**config.mk**
```make
export PLATFORM = sky130hd
export DESIGN_NAME = inst_fetch_unit
export DESIGN_NICKNAME = d
export VERILOG_FILES = /design/src/rtl/inst_fetch_unit.sv
export SDC_FILE = /design/constraint.sdc
export NUM_CORES = 1
export LEC_CHECK = 0
export ABC_CLOCK_PERIOD_IN_PS = 6500
export BUFFER_PORTS_ARGS = -buffer_cell sky130_fd_sc_hd__buf_2
export CAP_MARGIN = 40
export CORE_ASPECT_RATIO = 1.25
export CORE_MARGIN = 5
export CORE_UTILIZATION = 50
export CTS_BUF_LIST = sky130_fd_sc_hd__clkbuf_4 sky130_fd_sc_hd__clkbuf_8 sky130_fd_sc_hd__clkbuf_16
export DETAILED_ROUTE_END_ITERATION = 16
export PLACE_DENSITY_LB_ADDON = 0.05
export SETUP_SLACK_MARGIN = 0.05
export SLEW_MARGIN = 25
export SYNTH_ARGS = -nofsm -noshare
export SYNTH_HDL_FRONTEND = slang
export SYNTH_SLANG_ARGS = --single-unit
```
**constraint.sdc**
```tcl
create_clock -name clk -period 6.5 [get_ports clk]
set_input_delay 0.325 -clock clk [delete_from_list [all_inputs] [get_ports clk]]
set_output_delay 0.325 -clock clk [all_outputs]
set_load 0.05 [all_outputs]
```
**src/rtl/inst_fetch_unit.sv**
```systemverilog
// Instruction fetch unit: prefetches words into a DEPTH-entry FIFO and presents the head to decode.
// Latency: memReady in cycle t makes the word visible at the head in cycle t+1 (empty FIFO).
// Backpressure: freeze only holds the head; fetching continues until FIFO plus outstanding request fill DEPTH.
module inst_fetch_unit #(
  parameter logic [31:0] RESET_PC = 32'h0000_0000,
  parameter int          DEPTH    = 2
) (
  input  logic        clk,
  input  logic        rst_n,
  input  logic        freeze,
  input  logic        branchTaken,
  input  logic [31:0] branchAddr,
  output logic        memReq,
  output logic [31:0] memAddr,
  input  logic        memReady,
  input  logic [31:0] memData,
  output logic        instValid,
  output logic [31:0] instruction,
  output logic [31:0] pc
);

  typedef enum logic [1:0] {IDLE = 2'd0, REQ = 2'd1, DROP = 2'd2} state_t;

  localparam logic [2:0] DEPTH_C  = 3'(DEPTH);
  localparam logic [1:0] LAST_IDX = 2'(DEPTH - 1);

  state_t      state, state_nxt;
  logic [31:0] fetch_pc;
  logic [31:0] drop_addr;
  logic [31:0] branch_tgt;
  // storage sized for the largest legal DEPTH; only DEPTH entries are ever addressed
  logic [31:0] fifo_inst [4];
  logic [31:0] fifo_pc   [4];
  logic [1:0]  rd_ptr, wr_ptr;
  logic [2:0]  count, count_nxt;
  logic        push, pop;

  function automatic logic [1:0] ptr_inc(input logic [1:0] p);
    return (p == LAST_IDX) ? 2'd0 : p + 2'd1;
  endfunction

  // a branch overrides everything: no push of the in-flight word, no pop of the head
  assign branch_tgt = branchAddr & ~32'd3;
  assign push       = (state == REQ) && memReady && !branchTaken;
  assign pop        = (count != 3'd0) && !freeze && !branchTaken;

  // occupancy after the coming edge; simultaneous push and pop cancel
  always_comb begin
    count_nxt = count;
    if (branchTaken) count_nxt = 3'd0;
    else             count_nxt = count + 3'(push) - 3'(pop);
  end

  // FSM state register
  always_ff @(posedge clk or negedge rst_n) begin
    if (!rst_n) state <= IDLE;
    else        state <= state_nxt;
  end

  // FSM next state: only one request is ever outstanding
  always_comb begin
    state_nxt = state;
    unique case (state)
      IDLE: if (branchTaken || (count < DEPTH_C)) state_nxt = REQ;
      REQ: begin
        if (branchTaken)   state_nxt = memReady ? REQ : DROP;
        else if (memReady) state_nxt = (count_nxt < DEPTH_C) ? REQ : IDLE;
      end
      // the abandoned response must still be absorbed; a branch here only retargets fetch_pc
      DROP: if (memReady) state_nxt = REQ;
      default: state_nxt = IDLE;
    endcase
  end

  // FSM outputs: the address is held on the abandoned request until it completes
  always_comb begin
    memReq  = (state != IDLE);
    memAddr = (state == DROP) ? drop_addr : fetch_pc;
  end

  // fetch address and abandoned-request address
  always_ff @(posedge clk or negedge rst_n) begin
    if (!rst_n) begin
      fetch_pc  <= RESET_PC;
      drop_addr <= RESET_PC;
    end else begin
      if (branchTaken)  fetch_pc <= branch_tgt;
      else if (push)    fetch_pc <= fetch_pc + 32'd4;
      if ((state == REQ) && branchTaken && !memReady) drop_addr <= fetch_pc;
    end
  end

  // FIFO pointers and occupancy; a branch empties the FIFO in one edge
  always_ff @(posedge clk or negedge rst_n) begin
    if (!rst_n) begin
      rd_ptr <= 2'd0;
      wr_ptr <= 2'd0;
      count  <= 3'd0;
    end else begin
      count <= count_nxt;
      if (branchTaken) begin
        rd_ptr <= 2'd0;
        wr_ptr <= 2'd0;
      end else begin
        if (push) wr_ptr <= ptr_inc(wr_ptr);
        if (pop)  rd_ptr <= ptr_inc(rd_ptr);
      end
    end
  end

  // FIFO storage: the stored pc is the address following the fetched word
  always_ff @(posedge clk) begin
    if (push) begin
      fifo_inst[wr_ptr] <= memData;
      fifo_pc[wr_ptr]   <= fetch_pc + 32'd4;
    end
  end

  // head presentation, zeroed when empty
  always_comb begin
    instValid   = (count != 3'd0);
    instruction = instValid ? fifo_inst[rd_ptr] : 32'd0;
    pc          = instValid ? fifo_pc[rd_ptr]   : 32'd0;
  end

  // request throttling must make a push into a full FIFO impossible
  assert property (@(posedge clk) disable iff (!rst_n) !(push && (count == DEPTH_C)));

endmodule

```
# ---- After elaboration in Yosys (flattened, before gate mapping)
# Memories as Yosys holds them, arrays and structs flattened.
# Cells that the tools add are included.
dict set report totals {
  ff_bits 73
  ram_bits 256
  out_inout_bits 98
  word_cells 59
  mem_count 2
}
# memory words word_bits rd rd_ports_with_merged_regs wr line
set memory_table {}
lappend memory_table {fifo_inst 4 32 1 0 1 32} ;# logic [31:0] fifo_inst [4];
lappend memory_table {fifo_pc 4 32 1 0 1 33} ;# logic [31:0] fifo_pc [4];
dict set report classes {
  add_sub_neg 5
  order_cmp 2
  n_eq_ne 7
  n_mux 21
  n_reduce_logical 16
}
# cell n
set ops {}
lappend ops {{32-bit 2-to-1 mux} 5}
lappend ops {{32-bit by 3-bit adder with 32-bit output (second input constant)} 1}
lappend ops {{2-bit 2-to-1 mux} 11}
lappend ops {{2-bit by 1-bit equality test with 1-bit output (second input constant)} 3}
lappend ops {{1-bit logical AND} 6}
lappend ops {{3-bit by 2-bit less-than comparator with 1-bit output (second input constant)} 2}
lappend ops {{2-bit one-hot mux with 3 select lines} 1}
lappend ops {{2-bit nonzero test} 3}
lappend ops {{2-bit by 1-bit adder with 2-bit output (second input constant)} 2}
lappend ops {{2-bit inequality test (second input constant)} 2}
lappend ops {{3-bit by 1-bit adder with 3-bit output} 1}
lappend ops {{1-bit zero test} 3}
lappend ops {{1-bit 2-to-1 mux} 3}
lappend ops {{3-bit 2-to-1 mux} 1}
lappend ops {{3-bit inequality test (second input constant)} 1}
lappend ops {{3-bit AND reduction} 1}
lappend ops {{3-bit nonzero test} 1}
lappend ops {{3-bit by 1-bit subtractor with 3-bit output} 1}
lappend ops {{2-bit equality test (second input constant)} 1}
lappend ops {{2-bit zero test} 1}
lappend ops {{1-bit logical OR} 1}

# ---- Longest topological paths before layout
# Gate-level depths: netlist (run 1).
dict set report logic_depth {
  ltp_word 11
  depth_mapped 13
  ltp_nobuf 12
}

# ---- Worst setup path after synthesis (run 1)
# Ideal clock, no wire load.
dict set report synth_timing {
  path_kind {flip-flop to flip-flop}
  start {register state[1]}
  end {memory fifo_inst[2][0], enable pin}
  setup_time_ns 0.571
  t_arrival_ns 5.611
  required_time_ns 5.929
  path_slack_ns 0.318
  path_stages_with_launch 6
  period_less_slack_ns 6.182
  cell_sequence {dfrtp_1 nand3b_1 clkbuf_1 nor2_1 inv_1 nor3b_1}
}
dict set report synth_via {
  elab_chain_cells 5
}
# element line
set synth_lines {}
lappend synth_lines {{from (decl)} 27} ;# state_t state, state_nxt;
lappend synth_lines {{from (signal assigned)} 57} ;# else state <= state_nxt;
lappend synth_lines {{2-bit by 1-bit equality test with 1-bit output} 44} ;# assign push = (state == REQ) && memReady && !branchTaken;
lappend synth_lines {{1-bit logical AND (2 in series)} 44}
lappend synth_lines {{1-bit 2-to-1 mux} 113} ;# if (push) begin
lappend synth_lines {{1-bit 2-to-1 mux (implied by the code)} 114} ;# fifo_inst[wr_ptr] <= memData;
lappend synth_lines {{to (decl)} 32}
# No other way between the ends.

# ---- Worst setup path in the final report (run 1)
dict set report layout_timing {
  start {register rd_ptr[0]}
  end {output port pc[18]}
}
dict set report layout_via {
  elab_chain_cells 2
}
# element line
set layout_lines {}
lappend layout_lines {{from (decl)} 34} ;# logic [1:0] rd_ptr, wr_ptr;
lappend layout_lines {{from (signal assigned)} 106} ;# if (pop) rd_ptr <= ptr_inc(rd_ptr);
lappend layout_lines {{memory 4 x 32 bit} --}
lappend layout_lines {{32-bit 2-to-1 mux} 123} ;# pc = instValid ? fifo_pc[rd_ptr] : 32'd0;
lappend layout_lines {{to (decl)} 19} ;# output logic [31:0] pc
# No other way between the ends.

==> flow_summary.ini, run 1 <==
[detailed_routing]
drcViolationCount = 0
postRouteAntennaNets = 0
wl_met1_mm = 11.9
top_layer = met4
first_pass_iters = 4
viasPerCell = 5.52
wire_per_inst_um = 19.7
routed_wl_mm = 27.6
wl_met2_mm = 14.1
wl_met3_mm = 1.34
drt_iter0_drc = 354
num_vias = 7714

[synthesis]
synthSimpleGateAreaFrac_pct = 8.83
synth_common_cells = edfxtp_1 (248), dfrtp_1 (69), nor2b_1 (64), mux4_2 (62), mux2_2 (53)
syn_inst = 840
syn_area_per_cell_um2 = 16.1
synth_fa_ha_area_share_pct = 0.517
synth_edf_count = 248
yosysSeqAreaShare_pct = 67.6
synth_mux_area_share_pct = 14.9
synthFlopType = edfxtp_1
synth_top_family_by_area = multiplexers
async_flop_share_pct = 21.8
ys_types = 49
ys_seq_elements = 317
synth_area_leaders = edfxtp_1 (55%), dfrtp_1 (13%), mux4_2 (10%)
synth_top_area_cell = edfxtp_1
synthesis.area_um2 = 13600
synth.most_common_cell = edfxtp_1
synth_compound_area_share_pct = 2.77
yosys_warnings = 0
synth_xor_area_share_pct = 2.71
netlist.area_leader.share_pct = 54.9

[worst_setup_path]
path_buf_inv = 3
slowest_delay_ns = 0.66
path_class = reg -> out
cp_top_family = buffers and inverters
critPathArrivalTime_ns = 2.91
cp-end-kind = output pin
cpMaxStageDelayCell = dfrtp_4
crit_chain = buf_4 -> buf_16 -> mux4_2 -> nor2b_1 -> buf_2
cp.required_ns = 6.17
cp_max_fo = 28
start_kind = flop

[clock_tree]
clock-root-buffer = clkbuf_16
clkTransAtPathRegs_ns = 0.06
cts_resized = 0
clk_path_buf_depth = 3
htreeDepth = 1
numCtsBuffers = 30
cts_tree = yes
clk_latency_ns = 0.54
clkSinkCount = 317

[run]
drv_cap = 0

[timing]
fin_crit_sh_pct = 49.8
fin_tns_setup_ns = 0
whs_ns = 0.0227
setup_violations = 0
final.setup_skew_ns = 0.0103
hold_violations = 0
fmax_ghz = 0.309
grt_setup_unrepaired = false
period_needed_ns = 3.24
worstMarginPinSlew_ns = 0.823
setup_slack_ns = 3.26
max-slew-margin-rel_pct = 44.6
slew_viol_final = 0

[power_and_ir_drop]
power_leakage_nw = 5.80
intPower_mw = 4.13
pwr_density_cell_nw_per_um2 = 393
p_comb_share_pct = 33.0
vdd_drop_max_mv = 0.217
p_sw_share_pct = 35.5
switching_power_mw = 2.28
p_seq_share_pct = 40.0
finalPower_mw = 6.40
clkPwrFrac_pct = 27.0

[placed_design]
finalWeightedCongestion = 0.772
numPortBuffers = 160
dp_hpwl_mm = 17.5
pre_cts_ws_ns = 3.53

[floorplan]
die_h_um = 194
start_util_pct = 50.6
dieArea_um2 = 30500
die_w_um = 157
coreArea_um2 = 26800
io_pins = 167
rows = 67

[finish]
nNetsFinal = 1104
multi_input_area_um2 = 4080
area_delta_synth_final_pct = 20.1
antennaDiodeCount = 0
seq_area_um2 = 9180
nFillCells = 2101
drive_gt1_share_pct = 34.2

[global_routing]
antenna_found_initial = 0
grt_pass1_vias = 8331
grt.total_usage_pct = 18.1
grt_max_degree = 65
grt_pass1_wl_mm = 44.3
grt_overflow = 0

[min_path]
hold_class = in -> reg

[outcome]
status = finished, final reports clean
what timing repair did:
| action | 4_1_cts | 5_1_grt |
|---|---|---|
| hold buffers | 44 | 0 |
| buffers inserted | 0 | 0 |
| hold endpoints to repair | 135 | 0 |
worst register-to-register path: cells and delay by family (launching register included):
kind | cells | cell delay [ns]
AO/OA/AOI/OAI | 1 | 0.22
adder cells (fa/ha/maj) | 1 | 0.30
flip-flops | 1 | 0.47
AND/OR/NAND/NOR | 3 | 1.65
worst paths after layout:
kind	from	endpoint	slack (ns)	cells past startpoint
hold reg to reg	drop_addr[27]	drop_addr[27]	0.49	1
min in group asynchronous	rst_n	drop_addr[6]	0.28	3
max in group asynchronous	rst_n	rd_ptr[0]	5.64	4
setup reg to reg	fetch_pc[2]	fetch_pc[24]	3.76	5
hold / removal	memData[3]	fifo_inst[3][3]	0.02	1
setup / recovery	rd_ptr[0]	pc[18]	3.26	5
cells by family after synthesis:
| kind of cell | count (synthesis) |
|---|---|
| buffers and inverters | 82 |
| flip-flops | 317 |
| other | 1 |
| XOR/XNOR | 42 |
| adder cells (fa/ha/maj) | 5 |
| AND/OR/NAND/NOR | 217 |
| AO/OA/AOI/OAI | 59 |
| multiplexers | 117 |
placed cells by master, fill, tap and decap left out, types with 32 or more instances in the layout:
| cell type | Yosys | routed |
|---|---|---|
| buf_2 | 15 | 160 |
| clkbuf_16 | 0 | 32 |
| dfrtp_1 | 69 | 67 |
| dlygate4sd3_1 | 0 | 44 |
| edfxtp_1 | 248 | 248 |
| mux2_2 | 53 | 53 |
| mux4_2 | 62 | 62 |
| nand2_1 | 39 | 39 |
| nor2_1 | 42 | 41 |
| nor2b_1 | 64 | 63 |
cell type report:
cell class,count,area share (%)
multi-input cells,444,25.0
repair buffers,223,9.47
well taps,345,2.65
inverters,14,0.322
clock inverters,8,0.399
clock buffers,47,5.80
flip-flops and latches,317,56.3
registers in the layout (all words and copies together) (netlist names):
register and count:
count 3, fifo_pc 120, wr_ptr 2, fetch_pc 30, fifo_inst 128, rd_ptr 2
drop_addr 30, state 2
metal layers:
layer  vias up  track usage (%)
met3        22             2.66
met2       197             31.0
met1      3926             24.8
met4         0             3.44
li1       3569                -
met5         -                0
power by group through the flow:
stage               combinational, mW  sequential [mW]  clock [mW]
finish                           2.11             2.56        1.73
global route                     2.24             2.59        1.87
CTS                              2.15             2.56        1.78
detailed placement               2.13             2.60           0
global placement                 2.07             2.59           0
floorplan                        1.69             2.52           0
per-stage QoR:
step	util [%]	cell area (µm²)	cells
4_1_cts	60.7	16300	1398
3_5_place_dp	55.3	14800	1299
2_1_floorplan	-	13600	843
5_1_grt	60.7	16300	1398
3_3_place_gp	54.5	14600	1291
6_report	60.7	16300	1398
(Power assumes the default switching activity.)
==> run 2, diff against run 1 <==
--- a/config.mk
+++ b/config.mk
@@ -5,7 +5,8 @@
 export SDC_FILE = /design/constraint.sdc
 export NUM_CORES = 1
 export LEC_CHECK = 0
-export ABC_CLOCK_PERIOD_IN_PS = 6500
+export ABC_AREA = 1
+export ABC_CLOCK_PERIOD_IN_PS = 3300
 export BUFFER_PORTS_ARGS = -buffer_cell sky130_fd_sc_hd__buf_2
 export CAP_MARGIN = 40
 export CORE_ASPECT_RATIO = 1.25
==> constraint.sdc (replaced) <==
create_clock -name clk -period 3.3 [get_ports clk]
set_input_delay 0.165 -clock clk [delete_from_list [all_inputs] [get_ports clk]]
set_output_delay 0.165 -clock clk [all_outputs]
set_load 0.05 [all_outputs]
==> flow_summary.ini, run 2 <==
[finish]
nFillCells = 2222
final_area_um2 = 16600
largest_reg_flops = 128
seq_area_um2 = 9180
regMostFlops = fifo_inst
final_common_cell = nor2_1
drive_gt1_share_pct = 17.1
multi_input_area_um2 = 3940
layout_common_cells = nor2_1 (281), edfxtp_1 (248), nand2_1 (227)
largestRegisters = fifo_inst (128), fifo_pc (120)
antennaDiodeCount = 0
utilization_pct = 61.8
area_delta_synth_final_pct = 21.8
nNetsFinal = 1609

[worst_setup_path]
cp.required_ns = 3.71
startpoint = state[0]
cp_max_fo = 4
r2r-start = state[0]
path_class = reg -> reg
start_kind = flop
critPathArrivalTime_ns = 3.09
cp-end-kind = flop

[synthesis]
netlist.area_leader.share_pct = 54.6
ys_types = 29
synth_top_area_cell = edfxtp_1
syn_inst = 1324
yosys_warnings = 0
ys_seq_elements = 317
synthesis.area_um2 = 13600
synthFlopType = edfxtp_1
yosysSeqAreaShare_pct = 67.2
synth_common_cells = nor2_1 (284), edfxtp_1 (248), nand2_1 (227), o21ai_0 (208), inv_1 (70)
synth_area_leaders = edfxtp_1 (55%), dfrtp_1 (13%), nor2_1 (7.8%)
syn_area_per_cell_um2 = 10.3
async_flop_share_pct = 21.8
synth.most_common_cell = nor2_1
synth_edf_count = 248

[power_and_ir_drop]
p_seq_share_pct = 36.8
finalPower_mw = 13.8
intPower_mw = 8.16
p_sw_share_pct = 40.9
p_comb_share_pct = 37.4
vdd_drop_max_mv = 0.490
clkPwrFrac_pct = 25.8
power_leakage_nw = 6.64
switching_power_mw = 5.64
pwr_density_cell_nw_per_um2 = 830

[timing]
grt_setup_unrepaired = false
fmax_ghz = 0.374
setup_violations = 0
fin_crit_sh_pct = 81.0
setup_slack_ns = 0.627
hold_violations = 0
worstMarginPinSlew_ns = 0.877
fin_tns_setup_ns = 0
max-slew-margin-rel_pct = 41.5
slew_viol_final = 0
final.setup_skew_ns = 0.0137
period_needed_ns = 2.67

[clock_tree]
htreeDepth = 1
numCtsBuffers = 31
clkTransAtPathRegs_ns = 0.06
clk_latency_ns = 0.55
clk_path_buf_depth = 3
clkSinkCount = 317
clock-root-buffer = clkbuf_16
post_cts_buffers = 0
cts_tree = yes

[global_routing]
grt_overflow = 0
antenna_found_initial = 0
grt_max_degree = 125
grt_pass1_wl_mm = 51.2
grt.total_usage_pct = 20.8
grt_pass1_vias = 9788

[floorplan]
die_w_um = 158
dieArea_um2 = 30700
io_pins = 167
die_h_um = 195
start_util_pct = 50.7
rows = 67
coreArea_um2 = 26900

[detailed_routing]
num_vias = 9835
routed_wl_mm = 31.9
drt_iter0_drc = 594
viasPerCell = 5.17
first_pass_iters = 5
wire_per_inst_um = 16.8
postRouteAntennaNets = 0
drcViolationCount = 0

[outcome]
status = finished, final reports clean

[placed_design]
dp_hpwl_mm = 18.8
pre_cts_ws_ns = 0.646
place_area_um2 = 14900
numPortBuffers = 160
finalWeightedCongestion = 0.883

[run]
drv_cap = 0

[min_path]
hold_class = in -> async
-- run 2: power by group through the flow --
stage	logic, mW	registers, mW	clock network (mW)
final	5.16	5.08	3.56
after global routing	5.59	5.13	3.82
after CTS	5.21	5.08	3.63
after detailed placement	5.13	5.16	0
after global placement	5.02	5.14	0
after floorplan	3.77	5.10	0
-- run 2: per-layer routing --
layer	global-route usage (%)	wire length, µm	vias up
met5	0	0	-
met3	2.63	1630	46
met2	34.6	15500	249
met4	5.64	774	0
li1	-	-	4874
met1	28.9	13900	4666
-- run 2: final cells by class --
type	instances	share of cell area, %
timing repair buffer	248	10.4
inverter	74	1.68
clock buffer	49	5.82
multi-input combinational	863	23.7
tap	345	2.60
sequential	317	55.2
clock inverter	8	0.519
-- run 2: logic make-up after synthesis --
| logic type | synth area share, % |
|---|---|
| compound gates | 10.6 |
| xor+xnor | 1.18 |
| fa+ha+maj | 0.513 |
| buf+inv | 4.37 |
| flops | 67.2 |
| other cells | 0.0275 |
| simple gates | 16.1 |
-- run 2: metrics by stage --
stage               hold WS [ns]  cells
floorplan                 -0.131   1327
global placement           0.355   1778
detailed placement         0.116   1780
CTS                       0.0740   1904
global route               0.122   1904
finish                    0.0870   1904
-- run 2: worst max-delay path, stage by stage (launching register included) --
cell	delay, ns
dfrtp_1	0.40
inv_2	0.06
nor2_2	0.16
nand3_1	0.28
ha_1	0.39
inv_1	0.04
ha_1	0.17
inv_1	0.06
fa_1	0.41
or2_2	0.30
nand3_1	0.07
nor2_1	0.05
nor2_1	0.07
o21ai_0	0.07
-- run 2: path summary, 6_finish.rpt --
path                                   endpoint  slack [ns]  cells past startpoint
worst max-delay path                   state[0]        0.63                     13
max in group asynchronous          fetch_pc[23]        2.27                      5
min in group clk                fifo_inst[1][1]        0.37                      2
worst min-delay path                fetch_pc[3]        0.09                      2
worst min register to register    drop_addr[24]        0.49                      2
worst max register to register         state[0]        0.63                     13
-- run 2: repair_timing --
| item | 4_1_cts | 5_1_grt |
|---|---|---|
| endpoints found under the hold margin | 209 | 0 |
| resized for setup | 0 | 0 |
| hold buffers | 67 | 0 |
